--- src/rtl/mem_arbiter.sv ---
// Shares one single-port data RAM between instruction fetch (read-only) and the MEM-stage load/store port.
// Optional perf counters (perf_conflict_o, perf_misalign_o) are built when MEM_ARB_PERF_EN is defined.
module mem_arbiter #(
  parameter int RAM_AW     = 12,
  parameter int STARVE_MAX = 4
) (
  input  logic              clk,
  input  logic              rst,
  input  logic              if_req_i,
  input  logic [31:0]       if_addr_i,
  output logic              if_gnt_o,
  output logic              if_rvalid_o,
  output logic [31:0]       if_rdata_o,
  input  logic              mem_req_i,
  input  logic              mem_we_i,
  input  logic [31:0]       mem_addr_i,
  input  logic [1:0]        mem_size_i,
  input  logic              mem_unsigned_i,
  input  logic [31:0]       mem_wdata_i,
  output logic              mem_gnt_o,
  output logic              mem_rvalid_o,
  output logic [31:0]       mem_rdata_o,
  output logic              mem_misalign_o,
  output logic              ram_en_o,
  output logic [3:0]        ram_we_o,
  output logic [RAM_AW-1:0] ram_addr_o,
  output logic [31:0]       ram_wdata_o,
  input  logic [31:0]       ram_rdata_i
`ifdef MEM_ARB_PERF_EN
  ,
  output logic [31:0]       perf_conflict_o,
  output logic [31:0]       perf_misalign_o
`endif
);

  localparam int SCW = $clog2(STARVE_MAX + 1);

  typedef enum logic [1:0] {
    OWN_NONE,
    OWN_IF,
    OWN_MEM
  } owner_e;

  owner_e         owner_q, owner_d;
  logic [SCW-1:0] starve_q;
  logic [1:0]     off_q;
  logic [1:0]     size_q;
  logic           uns_q;

  logic           misaligned;
  logic           mem_mis;
  logic           mem_ok;
  logic           if_wins;
  logic           mem_acc;
  logic           if_acc;
  logic [7:0]     lane_b;
  logic [15:0]    lane_h;
  logic [31:0]    load_data;

  // Address bits outside the RAM word index are deliberately ignored.
  logic unused_addr_bits;
  assign unused_addr_bits = ^{if_addr_i[31:RAM_AW+2], if_addr_i[1:0], mem_addr_i[31:RAM_AW+2]};

  always_comb begin
    case (mem_size_i)
      2'd0:    misaligned = 1'b0;
      2'd1:    misaligned = mem_addr_i[0];
      2'd2:    misaligned = |mem_addr_i[1:0];
      default: misaligned = 1'b1;
    endcase
  end

  // A misaligned MEM request is accepted without touching the RAM, leaving it free for IF.
  assign mem_mis  = mem_req_i & misaligned & ~rst;
  assign mem_ok   = mem_req_i & ~misaligned & ~rst;
  assign if_wins  = (starve_q == SCW'(STARVE_MAX));
  assign mem_acc  = mem_ok & ~(if_req_i & if_wins);
  assign if_acc   = if_req_i & ~rst & ~mem_acc;

  assign if_gnt_o       = if_acc;
  assign mem_gnt_o      = mem_mis | mem_acc;
  assign mem_misalign_o = mem_mis;

  always_ff @(posedge clk) begin
    if (rst) begin
      starve_q <= '0;
    end else if (mem_mis) begin
      starve_q <= starve_q;
    end else if (!if_req_i || if_acc) begin
      starve_q <= '0;
    end else if (mem_acc && !if_wins) begin
      starve_q <= starve_q + 1'b1;
    end
  end

  always_ff @(posedge clk) begin
    if (rst) begin
      owner_q <= OWN_NONE;
      off_q   <= 2'd0;
      size_q  <= 2'd0;
      uns_q   <= 1'b0;
    end else begin
      owner_q <= owner_d;
      if (mem_acc && !mem_we_i) begin
        off_q  <= mem_addr_i[1:0];
        size_q <= mem_size_i;
        uns_q  <= mem_unsigned_i;
      end
    end
  end

  always_comb begin
    owner_d = OWN_NONE;
    if (if_acc) begin
      owner_d = OWN_IF;
    end else if (mem_acc && !mem_we_i) begin
      owner_d = OWN_MEM;
    end
  end

  always_comb begin
    lane_b = ram_rdata_i[{off_q, 3'b000} +: 8];
    lane_h = off_q[1] ? ram_rdata_i[31:16] : ram_rdata_i[15:0];
    case (size_q)
      2'd0:    load_data = {{24{~uns_q & lane_b[7]}}, lane_b};
      2'd1:    load_data = {{16{~uns_q & lane_h[15]}}, lane_h};
      default: load_data = ram_rdata_i;
    endcase
  end

  // Reset masks the return path so a read granted just before reset never surfaces.
  always_comb begin
    if_rvalid_o  = 1'b0;
    if_rdata_o   = '0;
    mem_rvalid_o = 1'b0;
    mem_rdata_o  = '0;
    if (!rst) begin
      case (owner_q)
        OWN_IF: begin
          if_rvalid_o = 1'b1;
          if_rdata_o  = ram_rdata_i;
        end
        OWN_MEM: begin
          mem_rvalid_o = 1'b1;
          mem_rdata_o  = load_data;
        end
        default: ;
      endcase
    end
  end

  always_comb begin
    ram_en_o    = if_acc | mem_acc;
    ram_we_o    = 4'b0000;
    ram_addr_o  = '0;
    ram_wdata_o = '0;
    if (if_acc) begin
      ram_addr_o = if_addr_i[RAM_AW+1:2];
    end else if (mem_acc) begin
      ram_addr_o = mem_addr_i[RAM_AW+1:2];
      if (mem_we_i) begin
        case (mem_size_i)
          2'd0: begin
            ram_we_o    = 4'b0001 << mem_addr_i[1:0];
            ram_wdata_o = {4{mem_wdata_i[7:0]}};
          end
          2'd1: begin
            ram_we_o    = mem_addr_i[1] ? 4'b1100 : 4'b0011;
            ram_wdata_o = {2{mem_wdata_i[15:0]}};
          end
          default: begin
            ram_we_o    = 4'b1111;
            ram_wdata_o = mem_wdata_i;
          end
        endcase
      end
    end
  end

`ifdef MEM_ARB_PERF_EN
  always_ff @(posedge clk) begin
    if (rst) begin
      perf_conflict_o <= '0;
      perf_misalign_o <= '0;
    end else begin
      if (if_req_i && mem_req_i && !(if_gnt_o && mem_gnt_o)) begin
        perf_conflict_o <= perf_conflict_o + 32'd1;
      end
      if (mem_mis) begin
        perf_misalign_o <= perf_misalign_o + 32'd1;
      end
    end
  end
`endif

endmodule

--- config.mk ---
export PLATFORM = sky130hd
export DESIGN_NAME = mem_arbiter
export DESIGN_NICKNAME = d
export VERILOG_FILES = /design/src/rtl/mem_arbiter.sv
export SDC_FILE = /design/constraint.sdc
export NUM_CORES = 1
export LEC_CHECK = 0
export CELL_PAD_IN_SITES_DETAIL_PLACEMENT = 1
export CELL_PAD_IN_SITES_GLOBAL_PLACEMENT = 2
export CORE_MARGIN = 2
export CORE_UTILIZATION = 12
export CTS_CLUSTER_DIAMETER = 100
export DETAILED_ROUTE_END_ITERATION = 16
export PLACE_DENSITY_LB_ADDON = 0.08
export SETUP_SLACK_MARGIN = 0.1
export SLEW_MARGIN = 5
export SYNTH_ARGS = -nofsm -noshare
export SYNTH_HDL_FRONTEND = slang
export SYNTH_SLANG_ARGS = --single-unit
--- constraint.sdc ---
create_clock -name clk -period 2.3 [get_ports clk]
set_input_delay 0.46 -clock clk [delete_from_list [all_inputs] [get_ports clk]]
set_output_delay 0.46 -clock clk [all_outputs]
set_load 0.05 [all_outputs]
# Yosys cells after proc, flatten, opt, wreduce, memory -nomap -nowiden
# Cells that the tools add are included.
# classes
add_sub_neg	1
eq_ne	6
n_shift	2
mux	26
bitwise	18
reduce_logical	12
# ops
operator	count
two-way mux 32 bit	7
case mux 32 bit (2 select lines)	2
indexed part select 32 x 6 -> 8 bit	1
two-way mux 12 bit	2
two-way mux 16 bit	1
two-way mux 4 bit	4
bitwise AND 1 bit	10
case mux 4 bit (2 select lines)	1
equality test 2 x 1 -> 1 bit, second input constant	3
two-way mux 3 bit	2
inverter 1 bit	6
two-way mux 1 bit	5
equality test 2 bit, second input constant	2
logical NOT 2 bit	2
OR reduction 2 bit	2
<< shifter 1 x 2 -> 4 bit, first input constant	1
adder 3 x 1 -> 3 bit, second input constant	1
equality test 3 bit, second input constant	1
logical NOT 1 bit	3
case mux 1 bit (3 select lines)	1
logical AND 1 bit	2
two-way mux 2 bit	1
bitwise OR 1 bit	2
AND reduction 2 bit	1
2 further kinds	2
# word_totals
register_bits	10
input_bits	136
out_inout_bits	118
word_cells	71

# Longest topological paths before layout
# depth
depth_word	11
mapped_depth	8
depth_no_buf	6

# Worst setup path before layout
# Ideal clock, no wire load.
# synth_path
kind	input -> output
start	input port mem_size_i[0]
end	output port ram_we_o[1]
arrival_time_ps	3441
required_time_ps	1840
path_slack_ps	-1601
path_stages	4
path_buffers	2
path_cell_list	buf_6 > or2_4 > buf_6 > a2111oi_0
# synth_via
elab_chain_cells	9
elab_cells_between_ends	14
# synth_rtl
item	line_no	text
start: declaration	17	input logic [1:0] mem_size_i,
equality test 2 bit (tied with other cells)	65	case (mem_size_i)
case mux 1 bit (3 select lines)	65	
inverter 1 bit	75	assign mem_ok = mem_req_i & ~misaligned & ~rst;
bitwise AND 1 bit (2 in series)	75	
bitwise AND 1 bit	77	assign mem_acc = mem_ok & ~(if_req_i & if_wins);
inverter 1 bit	78	assign if_acc = if_req_i & ~rst & ~mem_acc;
bitwise AND 1 bit	78	
two-way mux 4 bit (*)	157	if (if_acc) begin
end: declaration	25	output logic [3:0] ram_we_o,
# Mark *: on every way between the ends. The rest lies on a longest branch, timed or not.

# Worst setup path after layout
# layout_path
start	register starve_q[1]
end	output port ram_wdata_o[11]
# layout_via
elab_chain_cells	7
elab_cells_between_ends	8
# layout_rtl
item	line_no	text
start: declaration	45	logic [SCW-1:0] starve_q;
start signal: assignment	88	starve_q <= starve_q;
start signal: assignment	92	starve_q <= starve_q + 1'b1;
equality test 3 bit (*)	76	assign if_wins = (starve_q == SCW'(STARVE_MAX));
bitwise AND 1 bit (*)	77	
inverter 1 bit (*)	77	
bitwise AND 1 bit (*)	77	
inverter 1 bit	78	
bitwise AND 1 bit	78	
two-way mux 32 bit (*)	157	
end: declaration	27	output logic [31:0] ram_wdata_o,
# Marked as above.

==> results.tsv <==
metric	value	unit
fmax	440	MHz
finalWorstPathRequiredPeriod	2.27	ns
worst-path-buf-inv	4	
crit_family	buffers and inverters	
cts_tree	built	
slew_viol_final	0	
drcViolationCount	0	
die_w	145	um
cts_sinks	10	
cts.htree.levels	1	
power.total	1.71	mW
r2r-end	off_q[0]	
multi_input_area	0.00291	mm2
hold_end	starve_q[2]	
cp_data_required_time	1.84	ns
comb_power_share	0.694	
antenna_found_initial	0	
drtIter0Drc	88	
syn2layout_area_growth	232	%
seqCellArea	215	um2
ios	254	
synth_warnings	0	
tightest_slew	0.399	ns
max_slew_margin	0.731	
final_common_cell	buf_12	
num-fill-cells	2144	
drive_gt1_frac	0.576	
std_cell_rows	51	
crit_chain	inv_2, ha_4, nand3_4, buf_6, nand3_4, nand2b_4, buf_12, a21oi_4, buf_12	
crit_fanout	6	
rsz0062_at_grt	true	
grt_overflow	0	
dieHeight	145	um
globalplace.congestion	0.734	
min_from	starve_q[2]	
p_switching	0.688	mW
core	0.0195	mm2
wire_per_inst	16.8	um
grt_pass1_wl	24.2	mm
swShare	0.401	
synth_cell_types	41	
first_pass_iters	4	
synthCells	371	
hpwl	12.3	mm
dieArea	0.0209	mm2
fin_crit_sh	0.988	
arrival	1.81	ns
cp-end-kind	primary output	
numCtsBuffers	3	
worstSetupPathType	reg -> out	
cts-root-buf	clkbuf_16	
final_hold_viol_count	0	
yosysSeqAreaShare	0.0844	
reg2reg_from	starve_q[1]	
nets	806	
status	completed	
slowest_stage	dfxtp_2	
insertion_delay	0.23	ns
clkTransAtPathRegs	0.04	ns
rr_worst_depth	11	
drtAntennaViolNets	0	
diodes	0	
drt-total-wl	15.7	mm
critPathMaxStageDelay	0.34	ns
start_util	0.122	
pwr-share-clk	0.201	
p_leak	3.08	nW
p_per_area	218	mW/mm2
track_usage	0.146	
final-setup-viol-count	0	
cts_max_path_buffers	2	
p_int	1.03	mW
rrSetupSlack	0.59	ns
holdPathStages	2	
grt_pass1_vias	4263	
synth_nets	509	
ir_drop	0.194	mV
portBuffers	215	
cap_violations	0	
seq_power_share	0.105	
final_cell_mix	109 x buf_12, 85 x buf_4, 57 x clkdlybuf4s50_1, 35 x nor2_4, 29 x nand2_1	
synth_area_per_cell	6.39	um2
syn_area	0.00237	mm2
vias	3857	
clock_skew	0.00252	ns
synth_seq_cells	10	
hold_class	reg -> reg	
hold_ws	0.545	ns
via_per_inst	4.14	
grt_start_max_net_pins	34	
cp-start-kind	flip-flop	
==> cells in the mapped netlist, drive strengths merged <==
cell type	number	area [um2]
mux2	1	11.3
a21oi	34	181
and2	41	257
a22o	1	8.76
mux4	7	158
nand2	31	116
inv	18	67.6
nand2b	3	18.8
o21ba	1	10.0
nor3	1	5.00
o31ai	2	15.0
nand3b	2	15.0
o21ai	40	200
clkbuf	19	71.3
o21a	3	30.0
ha	2	25.0
nand4b	1	8.76
nor2	67	254
or3b	1	8.76
o41ai	1	8.76
xor2	1	8.76
buf	13	90.1
nor2b	3	18.8
a211oi	7	52.6
dfxtp	10	200
nand3	9	45.0
o22ai	7	43.8
nor3b	4	30.0
mux2i	29	290
or3	1	11.3
a2111oi	2	17.5
o221a	7	78.8
or2	2	15.0
==> worst min-delay path, stage by stage (launching register included) <==
cell and delay [ns]:
dfxtp_1 0.34, o21ai_0 0.10, a21oi_1 0.06
==> state kept, by name (all words and copies together), names as in the netlist <==
name	cells
off_q	2
owner_q	2
size_q	2
starve_q	3
uns_q	1
==> through the flow <==
stage          setup TNS (ns)  setup slack, ns  instance area (um2)  utilization  cells
2_1_floorplan           -2.81           -0.122                 2970            -    371
3_3_place_gp           -29.05           -0.406                 6970        0.358    909
3_5_place_dp           -31.89           -0.464                 6970        0.358    909
4_1_cts                     0           0.0116                 7720        0.397    929
5_1_grt                 -1.17          -0.0603                 7880        0.405    932
6_report                    0           0.0276                 7880        0.405    932
==> repair_timing <==
action | in CTS | in global routing
hold buffers | 0 | 0
endpoints found under the setup margin | 118 | 80
resized for setup | 188 | 36
gates cloned | 5 | 1
setup buffers | 11 | 2
pin swaps | 49 | 19
hold endpoints to repair | 0 | 0
==> power by group through the flow <==
stage,Combinational (mW),Clock (mW),Sequential (mW)
3_5_place_dp,1.10,0,0.185
6_report,1.19,0.344,0.180
2_1_floorplan,0.505,0,0.184
5_1_grt,1.26,0.368,0.181
4_1_cts,1.19,0.349,0.181
3_3_place_gp,1.09,0,0.185
==> final cells by class <==
type,instances,share of cell area
tap,265,0.0421
timing repair buffer,324,0.541
inverter,18,0.00921
clock buffer,4,0.0113
sequential,10,0.0273
multi-input combinational,311,0.369
==> worst max path at each step <==
| stage | from | to | slack [ns] | cells past startpoint |
|---|---|---|---|---|
| detailed placement | rst | mem_rdata_o[0] | -0.46 | 7 |
| floorplan | mem_size_i[0] | ram_addr_o[10] | -0.12 | 7 |
| global route | starve_q[1] | ram_wdata_o[11] | -0.06 | 9 |
| global placement | rst | mem_rdata_o[2] | -0.41 | 7 |
| CTS | mem_addr_i[1] | ram_addr_o[9] | 0.01 | 7 |
| finish | starve_q[1] | ram_wdata_o[11] | 0.03 | 9 |
==> cell families after synthesis <==
| logic type | share of synthesized area |
|---|---|
| AND/OR/NAND/NOR | 0.339 |
| AO/OA/AOI/OAI | 0.273 |
| buffers and inverters | 0.0965 |
| multiplexers | 0.194 |
| flip-flops | 0.0844 |
| adder cells (fa/ha/maj) | 0.0105 |
| XOR/XNOR | 0.00369 |
==> metal layers <==
metal | track usage | vias to the layer above | wire length, um
li1 | - | 1882 | -
met4 | 0.00613 | 0 | 10
met3 | 0.0185 | 2 | 725
met5 | 0 | - | 0
met1 | 0.189 | 1868 | 6560
met2 | 0.273 | 105 | 8400
Note: power is estimated with default switching activity, not from simulation.
